==> config.mk <==
export PLATFORM = sky130hd
export DESIGN_NAME = mux_scan_sequencer
export DESIGN_NICKNAME = d
export VERILOG_FILES = /design/src/rtl/mux_scan_sequencer.sv
export SDC_FILE = /design/constraint.sdc
export NUM_CORES = 1
export LEC_CHECK = 0
export CAP_MARGIN = 20
export CORE_MARGIN = 10
export CORE_UTILIZATION = 45
export CTS_CLUSTER_SIZE = 8
export DETAILED_ROUTE_END_ITERATION = 7
export PLACE_DENSITY = 0.77
export SLEW_MARGIN = 20
export SYNTH_ARGS = -nofsm -noshare
export SYNTH_HDL_FRONTEND = slang
export SYNTH_SLANG_ARGS = --single-unit
==> constraint.sdc <==
create_clock -name i_clock -period 2.2 [get_ports i_clock]
set_input_delay 0.55 -clock i_clock [delete_from_list [all_inputs] [get_ports i_clock]]
set_output_delay 0.55 -clock i_clock [all_outputs]
set_load 0.02 [all_outputs]
==> src/rtl/mux_scan_sequencer.sv <==
// -----------------------------------------------------------------------------
// mux_scan_sequencer
//
// Frame-based scan controller for the 16-bit 16x1 voice mux. A sample tick
// starts a frame. The frame visits every enabled channel in ascending order:
// the block drives the mux select, waits SETTLE_CYCLES full cycles, captures
// the mux output and then offers the word downstream on a valid/ready
// handshake. This block is the only master of the mux select lines.
//
// Parameters
//   SETTLE_CYCLES    : cycles the select is held stable before capture (1..15)
//
// Ports
//   i_clock          : system clock, rising-edge active
//   i_reset_n        : asynchronous active-low reset
//   i_sample_tick    : one-cycle strobe that starts a frame
//   i_channel_enable : per-channel enable mask, latched at frame start
//   o_select         : mux select
//   i_mux_data       : mux output word
//   o_data           : captured word
//   o_channel        : channel index of o_data
//   o_valid          : o_data/o_channel valid
//   i_ready          : consumer accepts the word
//   o_busy           : frame in progress
//   o_frame_done     : one-cycle pulse when a frame completes
//   o_overrun        : one-cycle pulse when a tick arrives while busy
// -----------------------------------------------------------------------------
module mux_scan_sequencer #(
  parameter int unsigned SETTLE_CYCLES = 1
) (
  input  logic        i_clock,
  input  logic        i_reset_n,
  input  logic        i_sample_tick,
  input  logic [15:0] i_channel_enable,
  output logic [3:0]  o_select,
  input  logic [15:0] i_mux_data,
  output logic [15:0] o_data,
  output logic [3:0]  o_channel,
  output logic        o_valid,
  input  logic        i_ready,
  output logic        o_busy,
  output logic        o_frame_done,
  output logic        o_overrun
);

  localparam logic [3:0] LP_SETTLE_LOAD = 4'(SETTLE_CYCLES);

  typedef enum logic [1:0] {
    ST_IDLE   = 2'd0,
    ST_SETTLE = 2'd1,
    ST_OUTPUT = 2'd2
  } state_t;

  state_t      r_state;
  state_t      w_stateNext;

  logic [15:0] r_mask;
  logic [3:0]  r_settleCount;
  logic [3:0]  r_select;
  logic [15:0] r_data;
  logic [3:0]  r_channel;
  logic        r_valid;
  logic        r_frameDone;
  logic        r_overrun;

  logic [3:0]  w_firstChannel;
  logic [3:0]  w_nextChannel;
  logic        w_hasNext;
  logic        w_transfer;
  logic        w_settleDone;
  logic        w_maskNonZero;

  // Lowest enabled channel of the live mask; only used on the tick that
  // starts a frame. Scanning downward lets the lowest set bit win.
  always_comb begin
    w_firstChannel = 4'd0;
    for (int i = 15; i >= 0; i--) begin
      if (i_channel_enable[i]) begin
        w_firstChannel = 4'(i);
      end
    end
  end

  // Next enabled channel strictly above the current select in the latched
  // mask. No wrap: if nothing remains above, the frame ends.
  always_comb begin
    w_nextChannel = 4'd0;
    w_hasNext     = 1'b0;
    for (int i = 15; i >= 0; i--) begin
      if (r_mask[i] && (i > int'(r_select))) begin
        w_nextChannel = 4'(i);
        w_hasNext     = 1'b1;
      end
    end
  end

  assign w_transfer    = r_valid & i_ready;
  assign w_maskNonZero = (i_channel_enable != 16'd0);
  // The counter is loaded with SETTLE_CYCLES and the capture happens on the
  // edge that would take it to zero, so a count of 1 means "capture now".
  assign w_settleDone  = (r_settleCount <= 4'd1);

  // State register.
  always_ff @(posedge i_clock or negedge i_reset_n) begin
    if (!i_reset_n) begin
      r_state <= ST_IDLE;
    end else begin
      r_state <= w_stateNext;
    end
  end

  // Next-state logic.
  always_comb begin
    w_stateNext = r_state;
    case (r_state)
      ST_IDLE: begin
        if (i_sample_tick && w_maskNonZero) begin
          w_stateNext = ST_SETTLE;
        end
      end
      ST_SETTLE: begin
        if (w_settleDone) begin
          w_stateNext = ST_OUTPUT;
        end
      end
      ST_OUTPUT: begin
        if (w_transfer) begin
          w_stateNext = w_hasNext ? ST_SETTLE : ST_IDLE;
        end
      end
      default: begin
        w_stateNext = ST_IDLE;
      end
    endcase
  end

  // Datapath: mask latch, select, settle counter, capture register and the
  // status pulses. A tick that arrives while a frame is running is dropped
  // and only reported through the overrun pulse.
  always_ff @(posedge i_clock or negedge i_reset_n) begin
    if (!i_reset_n) begin
      r_mask        <= 16'd0;
      r_settleCount <= 4'd0;
      r_select      <= 4'd0;
      r_data        <= 16'd0;
      r_channel     <= 4'd0;
      r_valid       <= 1'b0;
      r_frameDone   <= 1'b0;
      r_overrun     <= 1'b0;
    end else begin
      r_frameDone <= 1'b0;
      r_overrun   <= i_sample_tick && (r_state != ST_IDLE);
      case (r_state)
        ST_IDLE: begin
          if (i_sample_tick) begin
            if (w_maskNonZero) begin
              r_mask        <= i_channel_enable;
              r_select      <= w_firstChannel;
              r_settleCount <= LP_SETTLE_LOAD;
            end else begin
              // Empty frame: report completion without any transfer.
              r_frameDone <= 1'b1;
            end
          end
        end
        ST_SETTLE: begin
          if (w_settleDone) begin
            r_data        <= i_mux_data;
            r_channel     <= r_select;
            r_valid       <= 1'b1;
            r_settleCount <= 4'd0;
          end else begin
            r_settleCount <= r_settleCount - 4'd1;
          end
        end
        ST_OUTPUT: begin
          if (w_transfer) begin
            r_valid <= 1'b0;
            if (w_hasNext) begin
              r_select      <= w_nextChannel;
              r_settleCount <= LP_SETTLE_LOAD;
            end else begin
              r_frameDone <= 1'b1;
            end
          end
        end
        default: begin
          r_valid <= 1'b0;
        end
      endcase
    end
  end

  assign o_select     = r_select;
  assign o_data       = r_data;
  assign o_channel    = r_channel;
  assign o_valid      = r_valid;
  assign o_busy       = (r_state != ST_IDLE);
  assign o_frame_done = r_frameDone;
  assign o_overrun    = r_overrun;

  // Handshake guarantees: a stalled word never disappears and never changes.
  a_validHolds : assert property (@(posedge i_clock) disable iff (!i_reset_n)
    (r_valid && !i_ready) |=> r_valid);

  a_wordStable : assert property (@(posedge i_clock) disable iff (!i_reset_n)
    (r_valid && !i_ready) |=> ($stable(r_data) && $stable(r_channel) && $stable(r_select)));

endmodule

==> summary.txt <==
Run status
  – Outcome: complete, no violations

STA
  – Final setup vio count: 0
  – Fin Clk Skew: slightly above 3 ps
  – Final worst setup slack: a little under 20 ps
  – Fmax: 0.4587 GHz
  – Max-slew headroom: 0.6219
  – Worst Max-Slew Pin Slew: between 500 and 600 ps
  – Period utilization: 0.9910
  – WHS: 225.4 ps
  – Tmin final: between 2000 and 2500 ps
  – Fin. Hold Viols: 0
  – Final slew viol count: 0

Clock tree
  – TritonCTS clock tree: done
  – # hold bufs at CTS: 0
  – Clk_lat worst skew: approximately 310 ps
  – Clock-pin slew on the worst setup and hold paths: about 90 ps
  – Maximum root-to-sink buffer count: 2
  – H-Tree Depth: 2
  – TritonCTS Buffers: 5
  – Clock Tree Root: clkbuf_8
  – # clock sinks: 48

Logic synthesis
  – Post-synthesis cell count: 252
  – Post-synth EDFFs: 0
  – Most common cell in the synthesized netlist: dfrtp_1
  – Mapped Area: roughly 2600 um2
  – Share of the synthesized area in the top cell type: 0.4537
  – Largest cells by area after synthesis: dfrtp_1 (45%), mux2_2 (8.5%), mux2_4 (3.4%), mux2_1 (3.0%), ha_1 (2.8%)
  – Syn Area/Cell: about 11 um2
  – Synth cell count leaders: dfrtp_1 (48), mux2_2 (20), nand2_1 (17)
  – Cell taking the most area after synthesis: dfrtp_1
  – Synth cell types: 50
  – Post-synthesis register bit count: between 40 and 50
  – Post-synth ARST share: 1.000
  – Yosys warns: 0
  – Post-synthesis sequential area ratio: 0.4537
  – Primary FF master, synth: dfrtp_1
  – Syn Nets: a little under 300

Finish
  – Layout area overhead: 47.68%
  – Post-layout nets: between 400 and 500
  – Layout cells sized above 1: 0.3306
  – Ant diodes: 0
  – Fillers: about 450
  – Non-filler instance count after layout: ~440

Setup path
  – CP Cell Sequence: buf_2, or4_4, or2_4, or3_4, nor2b_4, mux2_4
  – Worst path slowest cell: or4_4
  – CP Capture Type: flip-flop
  – Crit-path max FO: 8
  – Critical Path Source Type: input port
  – Required @ worst endpoint: around 2400 ps
  – Worst path max stage delay: 570 ps
  – Kind of critical path: in -> reg
  – Worst path bufs/invs: 1
  – Critical path's top delay family: simple AND/OR/NAND/NOR gates
  – Crit path DAT: around 2400 ps

Power and ir drop
  – Peak supply drop: around 910 uV
  – Leak pwr: 1.726 nW
  – Power per standard cell area: around 1500 nW/um2

GRT
  – First-pass GRT wire length: ~13 mm
  – Grt ovf: 0
  – Largest net degree at the start of global routing: 26
  – Total GRT Usage: 0.1627
  – Initial antenna violation count: 0
  – Vias in the first global route: 2544

Run
  – # Max-Cap Violations: 0

Die
  – Die width: between 90 and 100 um
  – Die area: around 9400 um2
  – Die height: slightly below 100 um
  – Core Footprint: around 5600 um2
  – Std-Cell Rows: 27
  – Initial core utilization: 0.4721
  – Io pins: 64

Placed design
  – Post-DP HPWL: approximately 5.8 mm
  – RD Place Congestion: 0.9014
  – Place WS: -629.1 ps
  – Post-Place Cells: approximately 420
  – Port Buffers: between 60 and 70

Detailed routing
  – Via count: around 2500
  – WL/cell: between 15 and 20 um
  – DRC viols: 0
  – Drt pass-1 iters: 5
  – Final ANT Viol Nets: 0
  – DRT Wirelength: around 8.0 mm
  – Vias/cell: around 5.7
  – Initial DRC Count: approximately 180

Hold path
  – HP Class: in -> async
[sequential cells by signal, indices dropped and copies added (netlist names)]
name,count
r_mask,15
o_frame_done,1
r_settleCount,4
o_data,16
o_select,4
o_channel,4
o_overrun,1
r_state,2
o_valid,1
[metal layers]
layer / part of all wire / GRT usage
met5: 0 / 0
met2: 0.48 / 0.2587
met3: 0.068 / 0.04471
met4: 0.025 / 0.06652
met1: 0.42 / 0.2021
[metrics by stage]
stage / utilization / cell area [um2] / TNS (ps) / total power [mW]
6_report: 0.6972 / 3910 / 0 / 5.989
4_1_cts: 0.6845 / 3839 / 0 / 5.819
3_3_place_gp: 0.6548 / 3672 / -13420 / 4.985
5_1_grt: 0.6972 / 3910 / -16.42 / 6.385
3_5_place_dp: 0.6548 / 3672 / -14400 / 5.056
2_1_floorplan: - / 2659 / -2460 / 3.642
[report_power, final]
group	total, mW	internal (mW)	switching, mW
registers	1.70	1.32	0.381
logic	3.64	1.90	1.73
clock network	0.654	0.337	0.317
[path summary, 6_finish.rpt]
check | start | to | slack [ps] | depth (start not counted)
max | i_channel_enable[14] | r_mask[12] | 20 | 6
min | i_reset_n | o_data[2] | 230 | 1
max reg2reg | o_select[1] | r_settleCount[3] | 90 | 7
min reg2reg | r_settleCount[1] | r_settleCount[1] | 510 | 2
max in group asynchronous | i_reset_n | r_mask[9] | 1370 | 2
min in group i_clock | r_settleCount[1] | r_settleCount[1] | 510 | 2
[what timing repair did]
action,CTS,global route
setup buffers,2,3
pin swaps,6,8
resized for setup,47,17
gates cloned,1,0
endpoints found under the setup margin,26,23
[cell type report]
cell class | count | area, um2 | area share
multi-input combinational | 181 | 1446 | 0.3699
clock inverter | 3 | 42.54 | 0.01088
tap | 72 | 90.09 | 0.02304
timing repair buffer | 116 | 1007 | 0.2576
sequential | 48 | 1206 | 0.3085
clock buffer | 5 | 68.82 | 0.01760
inverter | 13 | 48.80 | 0.01248
[layout by cell type (no fill, tap or decap), types with 5 or more instances in the layout]
cell type	count
o21ai_1	6
a21oi_1	11
dlygate4sd2_1	7
dfrtp_1	44
mux2_4	13
inv_1	13
ha_1	5
mux2_2	20
clkdlybuf4s50_1	44
nor2_1	14
buf_2	5
nor2b_1	9
o21ai_0	8
clkbuf_8	5
a211oi_1	5
buf_4	50
nand2_1	17
[logic make-up after synthesis]
logic type | share of synthesized area
flip-flops | 0.4537
AO/OA/AOI/OAI | 0.1881
adder cells (fa/ha/maj) | 0.03214
multiplexers | 0.1564
buffers and inverters | 0.04065
AND/OR/NAND/NOR | 0.1290
No activity file was read; power rests on OpenSTA's default activity.
